**config.mk**
```make
export PLATFORM = sky130hd
export DESIGN_NAME = seq_alu_flat
export DESIGN_NICKNAME = d
export VERILOG_FILES = /design/src/rtl/seq_alu_pkg.sv /design/src/rtl/seq_alu_if.sv /design/src/rtl/seq_alu_iter.sv /design/src/rtl/seq_alu.sv /design/src/flat_wrapper.sv
export SDC_FILE = /design/constraint.sdc
export NUM_CORES = 1
export LEC_CHECK = 0
export ABC_AREA = 1
export CORE_MARGIN = 10
export CORE_UTILIZATION = 31
export CTS_CLUSTER_SIZE = 25
export DETAILED_ROUTE_END_ITERATION = 8
export GPL_ROUTABILITY_DRIVEN = 0
export MAX_ROUTING_LAYER = met4
export PLACE_DENSITY = 0.55
export SLEW_MARGIN = 20
export SYNTH_ARGS = -nofsm -noshare
export SYNTH_HDL_FRONTEND = slang
export SYNTH_SLANG_ARGS = --single-unit
```
**constraint.sdc**
```tcl
create_clock -name clk -period 3.7 [get_ports clk]
set_clock_uncertainty 0.15 [all_clocks]
set_input_delay 0.555 -clock clk [delete_from_list [all_inputs] [get_ports clk]]
set_output_delay 0.555 -clock clk [all_outputs]
set_load 0.02 [all_outputs]
```
**src/rtl/seq_alu_pkg.sv**
```systemverilog
// Shared opcodes, FSM states and flag bundle for the sequential ALU.
// OP_DIV is only decoded when SEQ_ALU_DIV_EN is defined.
package seq_alu_pkg;

  localparam logic [3:0] OP_AND  = 4'b0000;
  localparam logic [3:0] OP_OR   = 4'b0001;
  localparam logic [3:0] OP_NOT  = 4'b0010;
  localparam logic [3:0] OP_NOR  = 4'b0011;
  localparam logic [3:0] OP_XOR  = 4'b0100;
  localparam logic [3:0] OP_NAND = 4'b0101;
  localparam logic [3:0] OP_ADD  = 4'b0110;
  localparam logic [3:0] OP_SUB  = 4'b0111;
  localparam logic [3:0] OP_CMP  = 4'b1000;
  localparam logic [3:0] OP_MUL  = 4'b1001;
  localparam logic [3:0] OP_LSL  = 4'b1010;
  localparam logic [3:0] OP_ASL  = 4'b1011;
  localparam logic [3:0] OP_LSR  = 4'b1100;
  localparam logic [3:0] OP_ASR  = 4'b1101;
  localparam logic [3:0] OP_DIV  = 4'b1110;

  typedef enum logic [1:0] {
    IDLE = 2'b00,
    MUL  = 2'b01,
    DONE = 2'b10
  } state_t;

  typedef struct packed {
    logic cout;
    logic negative;
    logic zero;
    logic overflow;
  } flags_t;

  // Opcodes that run through the shared iterative unit instead of the 1-cycle datapath.
  function automatic logic is_iter_op(input logic [3:0] op);
`ifdef SEQ_ALU_DIV_EN
    return (op == OP_MUL) || (op == OP_DIV);
`else
    return (op == OP_MUL);
`endif
  endfunction

endpackage

```
**src/rtl/seq_alu_if.sv**
```systemverilog
// Issue-side request and writeback-side result handshake of the sequential ALU.
interface seq_alu_if #(
  parameter int WIDTH = 32
);
  logic             in_valid;
  logic             in_ready;
  logic [WIDTH-1:0] a;
  logic [WIDTH-1:0] b;
  logic [3:0]       sel;
  logic             cin;
  logic             out_valid;
  logic             out_ready;
  logic [WIDTH-1:0] y;
  logic             cout;
  logic             negative;
  logic             zero;
  logic             overflow;

  modport master (
    output in_valid, a, b, sel, cin, out_ready,
    input  in_ready, out_valid, y, cout, negative, zero, overflow
  );

  modport slave (
    input  in_valid, a, b, sel, cin, out_ready,
    output in_ready, out_valid, y, cout, negative, zero, overflow
  );
endinterface

```
**src/rtl/seq_alu_iter.sv**
```systemverilog
// Iterative shift-add multiplier, one bit per cycle over WIDTH cycles.
// With SEQ_ALU_DIV_EN defined the same registers also run a restoring divide.
module seq_alu_iter import seq_alu_pkg::*; #(
  parameter int WIDTH = 32,
  parameter int SHW   = $clog2(WIDTH)
) (
  input  logic             clk,
  input  logic             rst_n,
  input  logic             start_i,
`ifdef SEQ_ALU_DIV_EN
  input  logic             div_i,
`endif
  input  logic [WIDTH-1:0] a_i,
  input  logic [WIDTH-1:0] b_i,
  output logic             done_o,
  output logic [WIDTH-1:0] result_o,
  output logic             hi_nz_o
);

  logic             busy_q, busy_d;
  logic [SHW-1:0]   cnt_q, cnt_d;
  logic [WIDTH-1:0] hi_q, hi_d;
  logic [WIDTH-1:0] lo_q, lo_d;
  logic [WIDTH-1:0] opd_q, opd_d;
  logic [WIDTH-1:0] hi_s, lo_s;
  logic [WIDTH:0]   mul_sum_s;
  logic             last_s;
`ifdef SEQ_ALU_DIV_EN
  logic             div_q, div_d;
  logic [WIDTH:0]   rem_sh_s;
  logic [WIDTH:0]   trial_s;
`endif

  assign last_s   = (cnt_q == SHW'(WIDTH - 1));
  assign done_o   = busy_q && last_s;
  // On the final iteration the top captures the step result directly.
  assign result_o = lo_s;
  assign hi_nz_o  = |hi_s;

  // One iteration: {hi,lo} shifts right with a conditional add, or left with a trial subtract.
  always_comb begin
    mul_sum_s = {1'b0, hi_q} + (lo_q[0] ? {1'b0, opd_q} : {(WIDTH+1){1'b0}});
`ifdef SEQ_ALU_DIV_EN
    rem_sh_s  = {hi_q, lo_q[WIDTH-1]};
    trial_s   = rem_sh_s - {1'b0, opd_q};
    if (div_q) begin
      hi_s = trial_s[WIDTH] ? rem_sh_s[WIDTH-1:0] : trial_s[WIDTH-1:0];
      lo_s = {lo_q[WIDTH-2:0], ~trial_s[WIDTH]};
    end else begin
      hi_s = mul_sum_s[WIDTH:1];
      lo_s = {mul_sum_s[0], lo_q[WIDTH-1:1]};
    end
`else
    hi_s = mul_sum_s[WIDTH:1];
    lo_s = {mul_sum_s[0], lo_q[WIDTH-1:1]};
`endif
  end

  // Load operands on start, then iterate until the counter reaches WIDTH-1.
  always_comb begin
    busy_d = busy_q;
    cnt_d  = cnt_q;
    hi_d   = hi_q;
    lo_d   = lo_q;
    opd_d  = opd_q;
`ifdef SEQ_ALU_DIV_EN
    div_d  = div_q;
`endif
    if (start_i && !busy_q) begin
      busy_d = 1'b1;
      cnt_d  = {SHW{1'b0}};
      hi_d   = {WIDTH{1'b0}};
`ifdef SEQ_ALU_DIV_EN
      div_d  = div_i;
      lo_d   = div_i ? a_i : b_i;
      opd_d  = div_i ? b_i : a_i;
`else
      lo_d   = b_i;
      opd_d  = a_i;
`endif
    end else if (busy_q) begin
      busy_d = !last_s;
      cnt_d  = cnt_q + SHW'(1'b1);
      hi_d   = hi_s;
      lo_d   = lo_s;
    end else begin
      busy_d = 1'b0;
    end
  end

  // Iteration state registers.
  always_ff @(posedge clk or negedge rst_n) begin
    if (!rst_n) begin
      busy_q <= 1'b0;
      cnt_q  <= {SHW{1'b0}};
      hi_q   <= {WIDTH{1'b0}};
      lo_q   <= {WIDTH{1'b0}};
      opd_q  <= {WIDTH{1'b0}};
`ifdef SEQ_ALU_DIV_EN
      div_q  <= 1'b0;
`endif
    end else begin
      busy_q <= busy_d;
      cnt_q  <= cnt_d;
      hi_q   <= hi_d;
      lo_q   <= lo_d;
      opd_q  <= opd_d;
`ifdef SEQ_ALU_DIV_EN
      div_q  <= div_d;
`endif
    end
  end

endmodule

```
**src/rtl/seq_alu.sv**
```systemverilog
// Multi-cycle ALU between issue and writeback with registered result and flags.
// Defining SEQ_ALU_DIV_EN turns opcode 1110 into an unsigned divide.
module seq_alu import seq_alu_pkg::*; #(
  parameter int WIDTH = 32,
  parameter int SHW   = $clog2(WIDTH)
) (
  input  logic     clk,
  input  logic     rst_n,
  seq_alu_if.slave bus
);

  state_t           state_q, state_d;
  logic [WIDTH-1:0] y_q, y_d;
  flags_t           flags_q, flags_d;
  logic             out_valid_q, out_valid_d;

  logic             in_ready_s, accept_s, release_s, start_s;
  logic [SHW-1:0]   sh_s;
  logic [WIDTH:0]   add_s, sub_s, shl_s;
  logic [WIDTH-1:0] res_y_s;
  flags_t           res_f_s;
  logic             iter_done_s, iter_hi_nz_s;
  logic [WIDTH-1:0] iter_y_s, mul_y_s;
  flags_t           mul_f_s;
`ifdef SEQ_ALU_DIV_EN
  logic             div_op_q, div_op_d;
  logic             bz_q, bz_d;
`endif

  assign in_ready_s = (state_q == IDLE) || ((state_q == DONE) && bus.out_ready);
  assign accept_s   = bus.in_valid && in_ready_s;
  assign release_s  = out_valid_q && bus.out_ready;
  assign start_s    = accept_s && is_iter_op(bus.sel);
  assign sh_s       = bus.b[SHW-1:0];

  assign add_s = {1'b0, bus.a} + {1'b0, bus.b} + {{WIDTH{1'b0}}, bus.cin};
  assign sub_s = {1'b0, bus.a} + {1'b0, ~bus.b} + {{WIDTH{1'b0}}, 1'b1};
  // Bit WIDTH catches the last bit shifted out; it stays 0 for a zero amount.
  assign shl_s = {1'b0, bus.a} << sh_s;

  seq_alu_iter #(
    .WIDTH (WIDTH),
    .SHW   (SHW)
  ) u_iter (
    .clk      (clk),
    .rst_n    (rst_n),
    .start_i  (start_s),
`ifdef SEQ_ALU_DIV_EN
    .div_i    (bus.sel == OP_DIV),
`endif
    .a_i      (bus.a),
    .b_i      (bus.b),
    .done_o   (iter_done_s),
    .result_o (iter_y_s),
    .hi_nz_o  (iter_hi_nz_s)
  );

  // Result and flags of every single-cycle opcode, from the live request.
  always_comb begin
    res_y_s = {WIDTH{1'b0}};
    res_f_s = flags_t'(4'b0000);
    case (bus.sel)
      OP_AND:  res_y_s = bus.a & bus.b;
      OP_OR:   res_y_s = bus.a | bus.b;
      OP_NOT:  res_y_s = ~bus.a;
      OP_NOR:  res_y_s = ~(bus.a | bus.b);
      OP_XOR:  res_y_s = bus.a ^ bus.b;
      OP_NAND: res_y_s = ~(bus.a & bus.b);
      OP_ADD: begin
        res_y_s          = add_s[WIDTH-1:0];
        res_f_s.cout     = add_s[WIDTH];
        res_f_s.negative = res_y_s[WIDTH-1];
        res_f_s.overflow = (bus.a[WIDTH-1] == bus.b[WIDTH-1]) && (res_y_s[WIDTH-1] != bus.a[WIDTH-1]);
      end
      OP_SUB, OP_CMP: begin
        res_y_s          = sub_s[WIDTH-1:0];
        res_f_s.cout     = sub_s[WIDTH];
        res_f_s.negative = res_y_s[WIDTH-1];
        res_f_s.overflow = (bus.a[WIDTH-1] != bus.b[WIDTH-1]) && (res_y_s[WIDTH-1] != bus.a[WIDTH-1]);
      end
      OP_LSL, OP_ASL: begin
        res_y_s          = shl_s[WIDTH-1:0];
        res_f_s.cout     = shl_s[WIDTH];
        res_f_s.negative = res_y_s[WIDTH-1];
        res_f_s.overflow = (res_y_s[WIDTH-1] != bus.a[WIDTH-1]);
      end
      OP_LSR:  res_y_s = bus.a >> sh_s;
      OP_ASR: begin
        res_y_s          = $unsigned($signed(bus.a) >>> sh_s);
        res_f_s.negative = res_y_s[WIDTH-1];
      end
      default: res_y_s = {WIDTH{1'b0}};
    endcase
    res_f_s.zero = (res_y_s == {WIDTH{1'b0}});
  end

  // Result and flags for the value finishing in the iterative unit.
  always_comb begin
    mul_y_s = iter_y_s;
    mul_f_s = flags_t'(4'b0000);
`ifdef SEQ_ALU_DIV_EN
    if (div_op_q) begin
      if (bz_q) begin
        mul_y_s          = {WIDTH{1'b1}};
        mul_f_s.overflow = 1'b1;
      end else begin
        mul_y_s = iter_y_s;
      end
    end else begin
      mul_f_s.cout = iter_hi_nz_s;
    end
`else
    mul_f_s.cout = iter_hi_nz_s;
`endif
    mul_f_s.negative = mul_y_s[WIDTH-1];
    mul_f_s.zero     = (mul_y_s == {WIDTH{1'b0}});
  end

  // Next state and output-register values for the two handshakes.
  always_comb begin
    state_d     = state_q;
    y_d         = y_q;
    flags_d     = flags_q;
    out_valid_d = out_valid_q;
`ifdef SEQ_ALU_DIV_EN
    div_op_d    = div_op_q;
    bz_d        = bz_q;
`endif
    case (state_q)
      IDLE, DONE: begin
        if (accept_s) begin
          if (start_s) begin
            state_d     = MUL;
            out_valid_d = 1'b0;
`ifdef SEQ_ALU_DIV_EN
            div_op_d    = (bus.sel == OP_DIV);
            bz_d        = (bus.b == {WIDTH{1'b0}});
`endif
          end else begin
            state_d     = DONE;
            out_valid_d = 1'b1;
            y_d         = res_y_s;
            flags_d     = res_f_s;
          end
        end else if (release_s) begin
          state_d     = IDLE;
          out_valid_d = 1'b0;
        end else begin
          state_d = state_q;
        end
      end
      MUL: begin
        if (iter_done_s) begin
          state_d     = DONE;
          out_valid_d = 1'b1;
          y_d         = mul_y_s;
          flags_d     = mul_f_s;
        end else begin
          state_d = MUL;
        end
      end
      default: begin
        state_d     = IDLE;
        out_valid_d = 1'b0;
      end
    endcase
  end

  // FSM state and registered result/flag outputs.
  always_ff @(posedge clk or negedge rst_n) begin
    if (!rst_n) begin
      state_q     <= IDLE;
      y_q         <= {WIDTH{1'b0}};
      flags_q     <= flags_t'(4'b0000);
      out_valid_q <= 1'b0;
`ifdef SEQ_ALU_DIV_EN
      div_op_q    <= 1'b0;
      bz_q        <= 1'b0;
`endif
    end else begin
      state_q     <= state_d;
      y_q         <= y_d;
      flags_q     <= flags_d;
      out_valid_q <= out_valid_d;
`ifdef SEQ_ALU_DIV_EN
      div_op_q    <= div_op_d;
      bz_q        <= bz_d;
`endif
    end
  end

  assign bus.in_ready  = in_ready_s;
  assign bus.out_valid = out_valid_q;
  assign bus.y         = y_q;
  assign bus.cout      = flags_q.cout;
  assign bus.negative  = flags_q.negative;
  assign bus.zero      = flags_q.zero;
  assign bus.overflow  = flags_q.overflow;

endmodule
```
**src/flat_wrapper.sv**
```systemverilog
// flat-port wrapper written by rule: the top's interface ports become plain ports
module seq_alu_flat import seq_alu_pkg::*;
#(
  parameter int WIDTH = 32,
  parameter int SHW   = $clog2(WIDTH)
)
  (clk, rst_n, bus_in_valid, bus_a, bus_b, bus_sel, bus_cin, bus_out_ready, bus_in_ready, bus_out_valid, bus_y, bus_cout, bus_negative, bus_zero, bus_overflow);
  seq_alu_if #(.WIDTH(WIDTH)) bus_i ();
  input  logic clk;
  input  logic rst_n;
  input wire logic [$bits(bus_i.in_valid)-1:0] bus_in_valid;
  input wire logic [$bits(bus_i.a)-1:0] bus_a;
  input wire logic [$bits(bus_i.b)-1:0] bus_b;
  input wire logic [$bits(bus_i.sel)-1:0] bus_sel;
  input wire logic [$bits(bus_i.cin)-1:0] bus_cin;
  input wire logic [$bits(bus_i.out_ready)-1:0] bus_out_ready;
  output wire logic [$bits(bus_i.in_ready)-1:0] bus_in_ready;
  output wire logic [$bits(bus_i.out_valid)-1:0] bus_out_valid;
  output wire logic [$bits(bus_i.y)-1:0] bus_y;
  output wire logic [$bits(bus_i.cout)-1:0] bus_cout;
  output wire logic [$bits(bus_i.negative)-1:0] bus_negative;
  output wire logic [$bits(bus_i.zero)-1:0] bus_zero;
  output wire logic [$bits(bus_i.overflow)-1:0] bus_overflow;
  assign bus_i.in_valid = bus_in_valid;
  assign bus_i.a = bus_a;
  assign bus_i.b = bus_b;
  assign bus_i.sel = bus_sel;
  assign bus_i.cin = bus_cin;
  assign bus_i.out_ready = bus_out_ready;
  assign bus_in_ready = bus_i.in_ready;
  assign bus_out_valid = bus_i.out_valid;
  assign bus_y = bus_i.y;
  assign bus_cout = bus_i.cout;
  assign bus_negative = bus_i.negative;
  assign bus_zero = bus_i.zero;
  assign bus_overflow = bus_i.overflow;
  seq_alu #(.WIDTH(WIDTH), .SHW(SHW)) u_core (.clk(clk), .rst_n(rst_n), .bus(bus_i));
endmodule
```
# Word level (Yosys, flattened, before mapping)
# Cells that the tools add are included.
[op_classes]
eq_ne = 25
magnitude_cmp = 0
n_shift = 3
multipliers = 0
n_reduce_logical = 23
add_sub_neg = 6
div_mod_pow = 0
bitwise_logic = 7
mux = 31
[ops]
columns = ["op", "n"]
rows = [
  ["32-bit one-hot mux with 11 select lines", 1],
  ["32-bit 2-to-1 mux", 8],
  ["32-bit inverter", 4],
  ["32-bit by 32-bit adder with 33-bit output", 3],
  ["32-bit zero test", 2],
  ["32-bit one-hot mux with 2 select lines", 1],
  ["33-bit by 1-bit adder with 33-bit output", 1],
  ["33-bit by 1-bit adder with 33-bit output (second input constant)", 1],
  ["32-bit by 5-bit left shift with 33-bit output", 1],
  ["32-bit AND", 1],
  ["32-bit bitwise OR", 1],
  ["32-bit OR reduction", 1],
  ["32-bit by 5-bit >> shifter with 32-bit output", 1],
  ["32-bit by 5-bit >>> shifter with 32-bit output", 1],
  ["32-bit bitwise XOR", 1],
  ["4-bit equality test (second input constant)", 6],
  ["4-bit by 3-bit equality test with 1-bit output (second input constant)", 4],
  ["4-bit 2-to-1 mux", 3],
  ["5-bit 2-to-1 mux", 2],
  ["4-bit by 2-bit equality test with 1-bit output (second input constant)", 2],
  ["1-bit logical AND", 8],
  ["2-bit 2-to-1 mux", 4],
  ["4-bit one-hot mux with 2 select lines", 1],
  ["1-bit 2-to-1 mux", 6],
  ["22 further kinds", 31],
]
[word_totals]
romBits = 0
mem_count = 0
ram_bits = 0
register_bits = 141
wordCells = 107
latchBits = 0

# Longest topological paths before layout
# Gate-level depths: netlist of run 1.
[logic_depth]
ltp_word = 9
ltp_mapped = 26
depth_no_buf = 22

# By module
# From an unflattened synthesis of run 1, not the netlist that was laid out.
[hier_totals]
hier_cells = 3625
hier_area_um2 = 20173.1
[modules_own_cells]
columns = ["module", "area_each_um2", "cells_per_inst", "n_inst"]
rows = [
  ["seq_alu", 13047.5, 2567, 1],
  ["seq_alu_iter", 7125.6, 1058, 1],
]

# Worst setup path after synthesis of run 1
# OpenSTA, ideal clock, no wires.
[synth_timing]
path_type = "input-to-reg"
from = "in bus_b[2]"
to = "reg u_core.flags_q, in the netlist u_core.bus.zero"
path_buffers = 4
stages = 23
path_slack_ns = 0.610
required_time_ns = 3.477
t_arrival_ns = 2.867
cell_sequence = "buf_2 inv_1 buf_2 buf_2 ha_1 buf_4 nor2_1 nand2_1 nand2_2 nand2_1 nand2_1 nand2_1 nand2_1 nand3_1 nand3_1 nand2_1 nor2_1 nand2_1 nor2_1 nand2_1 nor2_1 nand3_1 a21oi_2"
[synth_via]
elab_chain_cells = 8
[synth_rtl]
columns = ["element", "line_no", "source"]
rows = [
  ["from (decl)", "flat_wrapper.sv:13", "input wire logic [$bits(bus_i.b)-1:0] bus_b;"],
  ["32-bit inverter", "seq_alu.sv:37", "assign sub_s = {1'b0, bus.a} + {1'b0, ~bus.b} + {{WIDTH{1'b0}}, 1'b1};"],
  ["32-bit by 32-bit adder with 33-bit output", "seq_alu.sv:37", ""],
  ["33-bit by 1-bit adder with 33-bit output", "seq_alu.sv:37", ""],
  ["32-bit one-hot mux with 11 select lines *", "seq_alu.sv:62", "case (bus.sel)"],
  ["32-bit zero test *", "seq_alu.sv:94", "res_f_s.zero = (res_y_s == {WIDTH{1'b0}});"],
  ["4-bit 2-to-1 mux *", "seq_alu.sv:132", "if (start_s) begin"],
  ["4-bit 2-to-1 mux *", "seq_alu.sv:131", "if (accept_s) begin"],
  ["4-bit one-hot mux with 2 select lines *", "seq_alu.sv:129", "case (state_q)"],
  ["to (signal assigned)", "seq_alu.sv:174", "flags_q <= flags_t'(4'b0000);"],
  ["to (signal assigned)", "seq_alu.sv:183", "flags_q <= flags_d;"],
  ["to (decl)", "seq_alu.sv:14", "flags_t flags_q, flags_d;"],
]
# Mark *: on every way between the ends. The rest lies on a longest branch, timed or not. The select of a mux whose other input is x is not followed.
# A chain may end at the register's enable or synchronous reset.

# Worst setup path in the final report of run 1
[layout_timing]
from = "in bus_a[9]"
to = "reg u_core.flags_q, in the netlist u_core.bus.zero"
[layout_via]
elab_chain_cells = 7
[layout_rtl]
columns = ["element", "line_no", "source"]
rows = [
  ["from (decl)", "flat_wrapper.sv:12", "input wire logic [$bits(bus_i.a)-1:0] bus_a;"],
  ["32-bit by 32-bit adder with 33-bit output (tied with other cells)", "seq_alu.sv:37", ""],
  ["33-bit by 1-bit adder with 33-bit output (tied with other cells)", "seq_alu.sv:37", ""],
  ["32-bit one-hot mux with 11 select lines *", "seq_alu.sv:62", ""],
  ["32-bit zero test *", "seq_alu.sv:94", ""],
  ["4-bit 2-to-1 mux *", "seq_alu.sv:132", ""],
  ["4-bit 2-to-1 mux *", "seq_alu.sv:131", ""],
  ["4-bit one-hot mux with 2 select lines *", "seq_alu.sv:129", ""],
]
# Marked as above.

==> results of run 1 <==
kinds of logic after synthesis:
kind of cell,after synthesis,share of synthesized area [%]
simple gates,1930,43.92
compound gates,453,14.85
flops,141,19.01
xor+xnor,23,1.085
fa+ha+maj,137,9.395
buf+inv,537,11.74
sequential cells by signal (all words and copies together) (netlist names):
register and count:
u_core.bus.y 32, u_core.u_iter.hi_q 32, u_core.u_iter.lo_q 32, u_core.u_iter.opd_q 32, u_core.u_iter.cnt_q 5, u_core.state_q 2, u_core.bus.cout 1, u_core.bus.negative 1
u_core.bus.out_valid 1, u_core.bus.overflow 1, u_core.bus.zero 1, u_core.u_iter.busy_q 1
routing by layer:
| metal | up-vias | track usage (%) |
|---|---|---|
| li1 | 11420 | - |
| met1 | 10830 | 37.08 |
| met2 | 1364 | 38.25 |
| met3 | 205 | 5.055 |
| met4 | 0 | 13.26 |
| met5 | - | - |
worst max path at each step:
stage | from | to | cells past startpoint
floorplan | bus_b[2] | u_core.bus.zero | 23
global route | bus_a[16] | u_core.bus.zero | 18
global placement | bus_a[16] | u_core.bus.zero | 17
finish | bus_a[9] | u_core.bus.zero | 20
CTS | bus_a[8] | u_core.bus.zero | 20
detailed placement | bus_a[8] | u_core.bus.zero | 20
power by group through the flow:
stage | Sequential, mW | Combinational, mW | Clock, mW
2_1_floorplan | 2.41 | 2.75 | 0
3_3_place_gp | 2.38 | 4.90 | 0
3_5_place_dp | 2.39 | 4.92 | 0
4_1_cts | 2.38 | 4.94 | 1.79
5_1_grt | 2.43 | 5.49 | 1.86
6_report | 2.38 | 5.03 | 1.77
synthesized netlist by cell type, types with 21 or more instances:
library cell	number
nor3_1	42
nand4_1	49
o211ai_1	40
dfrtp_1	141
o22ai_1	21
a22o_1	24
clkbuf_1	57
inv_1	388
buf_2	59
ha_1	133
o21ai_0	158
nand3_1	485
o221ai_1	38
nand2_1	1044
nor2_1	268
a21oi_1	112
cell type report:
class,count,area (µm²),share of cell area (%)
diodes,10,25.02,0.1045
inverters,398,1494,6.240
repair buffers,532,4433,18.52
flip-flops and latches,141,3528,14.74
clock inverters,12,135.1,0.5644
multi-input cells,2543,12900,53.89
well taps,773,967.2,4.040
clock buffers,20,456.7,1.908
repair_timing:
item | CTS | global route
endpoints found under the hold margin | 57 | 0
hold buffers | 1 | 0
gates resized for setup | 0 | 10
endpoints found under the setup margin | 0 | 2
through the flow:
| stage | cells | setup WS [ns] | hold slack (ns) | setup TNS, ns |
|---|---|---|---|---|
| 4_1_cts | 4419 | 0.1036 | 0.3386 | 0 |
| 3_3_place_gp | 4386 | -0.3411 | 0.3173 | -1.084 |
| 5_1_grt | 4427 | -0.01202 | 0.3619 | -0.01202 |
| 3_5_place_dp | 4386 | -0.3530 | 0.3236 | -1.281 |
| 2_1_floorplan | 3221 | 0.6099 | 0.1094 | 0 |
| 6_report | 4429 | 0.09905 | 0.3344 | 0 |
cells in the final DEF (no fill, tap or decap), types with 106 or more instances in the layout:
cell type,n
ha_1,131
clkdlybuf4s50_1,106
dfrtp_1,141
nand2_1,1044
buf_4,407
nand3_1,481
nor2_1,264
a21oi_1,111
o21ai_0,158
inv_1,385
worst max-delay path: stages:
cell and delay [ns]:
clkdlybuf4s50_1 0.58, inv_1 0.11, ha_1 0.38, nor2_1 0.24, nand2_1 0.18, nor2_1 0.16, nand2_1 0.12, nand3_1 0.16
nand2_1 0.07, nand3_1 0.07, nand2_1 0.13, nor2_1 0.20, nand2_1 0.11, nor2_1 0.10, nand2_1 0.05, nor2_1 0.09
nand2_1 0.06, nor2_1 0.19, nand3_1 0.14, a21oi_2 0.13
==> impl_metrics.py, run 1 <==
metrics = {
    "yosys": {
        "netlist_area_um2": 18570,
        "ys_types": 49,
        "syn-num-nets": 3431,
        "synth-edff-count": 0,
        "synth_area_leaders": "nand2_1 (21%), dfrtp_1 (19%), nand3_1 (13%), ha_1 (9.0%), inv_1 (7.8%)",
        "seq_area_frac_synth_pct": 19.01,
        "synth-async-reset-ratio_pct": 100.0,
        "yosys_register_bits": 141,
        "synth_area_per_cell_um2": 5.764,
        "synth_top_area_share_pct": 21.11,
        "synth_largest_area_cell": "nand2_1",
        "synth_ff_type": "dfrtp_1",
        "synthCells": 3221,
        "synth_warnings": 0,
    },
    "worst_setup_path": {
        "worstReg2RegEnd": "u_core.bus.cout",
        "arrival_ns": 3.82,
        "crit_type": "primary input to flip-flop",
        "endpoint_kind": "flip-flop",
        "critical_path_peak_fanout": 6,
        "startpoint_type": "primary input",
        "reg2reg_from": "u_core.u_iter.lo_q[0]",
        "cp.required_ns": 3.92,
        "rr_worst_depth": 20,
        "r2r_setup_slack_ns": 0.32,
    },
    "routing": {
        "met3_length_um": 9498,
        "via_per_inst": 5.379,
        "dr.pass1.iters": 6,
        "drtIter0Drc": 3304,
        "dr_total_vias": 23820,
        "wl_met1_um": 42120,
        "wl_per_cell_um": 21.68,
        "dr_wl_met2_um": 39110,
        "drt_wl_total_um": 96000,
        "antenna_violating_nets_post_route": 0,
        "maxUsedRoutingLayer": "met4",
        "drc_errors": 0,
    },
    "cts": {
        "clkTransAtPathRegs_ns": 0.06,
        "cts.sinks": 141,
        "insertion_delay_ns": 0.44,
        "cts.path.max_buffers": 2,
        "cts-buffers-inserted": 17,
        "cts_max_level": 4,
        "cts_setup_buffers": 0,
        "root_buffer": "clkbuf_16",
        "cts_tree": "yes",
    },
    "floorplan": {
        "fp.dieW_um": 264.7,
        "die_y_um": 264.7,
        "die_area_um2": 70080,
        "coreArea_um2": 59130,
        "initial_utilization_pct": 31.40,
        "ioPinCount": 111,
        "row_count": 89,
    },
    "final_layout": {
        "drive_gt1_share_pct": 13.71,
        "area_growth_pct": 28.95,
        "nFillCells": 6500,
        "fin_area_um2": 23940,
        "fin_nets": 3843,
        "utilization_pct": 40.49,
    },
    "hold_path": {
        "hp-class": "flip-flop to flip-flop",
        "worst_hold_path.endpoint": "u_core.u_iter.opd_q[9]",
        "min_path_cells": 2,
        "holdCritStartpoint": "u_core.u_iter.opd_q[9]",
    },
    "global_route": {
        "grt_max_degree": 75,
        "grt_pass1_wl_um": 141300,
        "grt_usage_pct": 27.32,
        "antenna_found_initial": 7,
        "grt_overflow": 0,
        "grt_pass1_vias": 21860,
    },
    "sta": {
        "min_period_over_period_pct": 97.32,
        "setup_viol": 0,
        "timing.fmax_ghz": 0.2777,
        "tightest_slew_ns": 1.093,
        "drv_slew": 0,
        "maxSlewHeadroom_pct": 26.90,
        "hold_viol_final": 0,
        "min_period_ns": 3.601,
    },
    "status": {
        "status": "finished clean",
    },
    "power": {
        "power.share.sequential_pct": 25.9,
        "comb_power_share_pct": 54.8,
        "design_power_total_mw": 9.172,
        "internal_power_mw": 4.971,
        "power.share.switching_pct": 45.79,
        "p_sw_mw": 4.200,
        "power_density_nw_per_um2": 383.1,
        "ir_worst_vdd_mv": 0.3303,
        "clock_power_share_pct": 19.2,
        "power_leakage_nw": 12.55,
    },
    "placement": {
        "detailed_place.area_um2": 23280,
        "portBuffers": 110,
        "post-dp-hpwl_um": 80310,
    },
    "flow_run": {
        "maxCapViolations": 0,
    },
}
(Power assumes the default switching activity.)
==> run 2: changes to the inputs <==
- CORE_MARGIN: 10 -> unset
- CTS_CLUSTER_SIZE: 25 -> 10
==> impl_metrics.py, run 2 (synthesis results as in run 1) <==
metrics = {
    "cts": {
        "clkTransAtPathRegs_ns": 0.07,
        "root_buffer": "clkbuf_16",
        "cts_max_level": 4,
        "cts_tree": "yes",
        "cts-buffers-inserted": 17,
        "cts.path.max_buffers": 2,
        "insertion_delay_ns": 0.44,
        "cts.sinks": 141,
    },
    "sta": {
        "hold_viol_final": 8,
        "hold_ws_ns": -0.04701,
        "setup_ws_ns": 0.006055,
        "maxSlewHeadroom_pct": 33.65,
        "tightest_slew_ns": 0.9917,
        "drv_slew": 0,
        "setup_tns_ns": 0,
        "timing.fmax_ghz": 0.2707,
        "rsz0062_at_grt": "false",
        "min_period_over_period_pct": 99.84,
        "min_period_ns": 3.694,
        "setup_viol": 0,
    },
    "global_route": {
        "grt_overflow": 0,
        "grt_usage_pct": 31.91,
        "grt_max_degree": 79,
        "antenna_found_initial": 10,
        "grt_pass1_wl_um": 139400,
        "grt_pass1_vias": 21910,
    },
    "routing": {
        "drc_errors": 34,
        "drtIter0Drc": 3356,
        "dr.pass1.iters": 8,
        "wl_per_cell_um": 21.55,
        "antenna_violating_nets_post_route": 0,
        "drt_wl_total_um": 95300,
        "dr_total_vias": 23990,
        "via_per_inst": 5.425,
    },
    "final_layout": {
        "utilization_pct": 40.31,
        "multi_input_area_um2": 12870,
        "instances_no_fill": 4422,
        "final_common_cell": "nand2_1",
        "fin_nets": 3839,
        "area_growth_pct": 28.37,
        "nFillCells": 6464,
        "layout_common_cells": "nand2_1 (1044), nand3_1 (485), buf_4 (406), inv_1 (385), nor2_1 (265)",
        "seq_area_um2": 3528,
        "drive_gt1_share_pct": 13.46,
    },
    "floorplan": {
        "die_y_um": 246.7,
        "row_count": 89,
        "fp.dieW_um": 246.7,
        "die_area_um2": 60870,
        "coreArea_um2": 59130,
        "initial_utilization_pct": 31.40,
        "ioPinCount": 111,
    },
    "placement": {
        "portBuffers": 110,
        "dpl_worst_slack_ns": -0.2602,
        "post-dp-hpwl_um": 79650,
        "dp.cells": 4383,
    },
    "worst_setup_path": {
        "critical_path_peak_fanout": 6,
        "startpoint_type": "primary input",
        "cp.required_ns": 3.92,
        "crit_type": "primary input to flip-flop",
        "endpoint_kind": "flip-flop",
        "arrival_ns": 3.92,
    },
    "power": {
        "power_leakage_nw": 12.49,
        "power_density_nw_per_um2": 381.4,
        "ir_worst_vdd_mv": 0.3043,
        "design_power_total_mw": 9.089,
    },
    "status": {
        "violations": "design-rule violations, negative hold slack",
        "status": "complete, but fails checks",
    },
    "flow_run": {
        "maxCapViolations": 0,
    },
    "hold_path": {
        "hp-class": "primary input to asynchronous set/reset pin",
    },
}
## run 2: critical path: stages
cell and delay [ns]:
clkdlybuf4s50_1 0.64, inv_1 0.10, ha_1 0.39, buf_4 0.18, a21oi_1 0.26, buf_4 0.18, o21ai_0 0.10, inv_1 0.07
nand2_1 0.09, a21oi_1 0.20, nand3_1 0.10, nand3_1 0.20, nand3_1 0.26, nor2_1 0.16, nand2_1 0.07, nor2_1 0.09
nand3_1 0.12, a21oi_2 0.14
## run 2: repair_timing
item	4_1_cts	5_1_grt
gates resized for setup	0	5
hold buffers	0	0
setup endpoints to repair	0	2
buffers inserted	0	0
## run 2: layout make-up
class	instances	area share, %
repair buffers	528	18.36
well taps	773	4.058
clock inverters	10	0.4305
inverters	398	6.268
multi-input cells	2543	54.02
clock buffers	21	1.974
flip-flops and latches	141	14.80
diodes	8	0.08400
## run 2: metrics by stage
stage / hold WS [ns] / cell area, µm²
2_1_floorplan: 0.1094 / 18570
3_3_place_gp: 0.3171 / 23230
3_5_place_dp: 0.3273 / 23230
4_1_cts: 0.02940 / 23800
5_1_grt: 0.06189 / 23830
6_report: -0.04701 / 23830
## run 2: power by group
group / leakage (nW) / total [mW] / internal, mW / switching (mW)
registers: 1.82 / 2.38 / 2.05 / 0.324
logic: 10.4 / 5.01 / 1.87 / 3.14
clock network: 0.277 / 1.70 / 0.983 / 0.719
## run 2: path summary, 6_finish.rpt
check                                         from                       to  slack (ns)  cells after the start
max reg2reg                  u_core.u_iter.lo_q[0]          u_core.bus.cout        0.23                     20
min reg2reg                u_core.u_iter.opd_q[19]  u_core.u_iter.opd_q[19]        0.33                      2
min                                          rst_n   u_core.u_iter.hi_q[12]       -0.05                      1
max                                      bus_a[18]          u_core.bus.zero       0.006                     18
max in group asynchronous                    rst_n   u_core.u_iter.opd_q[0]        2.63                      2
min in group clk           u_core.u_iter.opd_q[19]  u_core.u_iter.opd_q[19]        0.33                      2
## run 2: metal layers
metal / track usage, % / vias to the layer above / wire (µm)
met5: - / - / 0
met4: 16.96 / 0 / 5585
met3: 5.459 / 242 / 9920
met2: 44.55 / 1451 / 38650
met1: 43.46 / 10890 / 41140
li1: - / 11410 / -
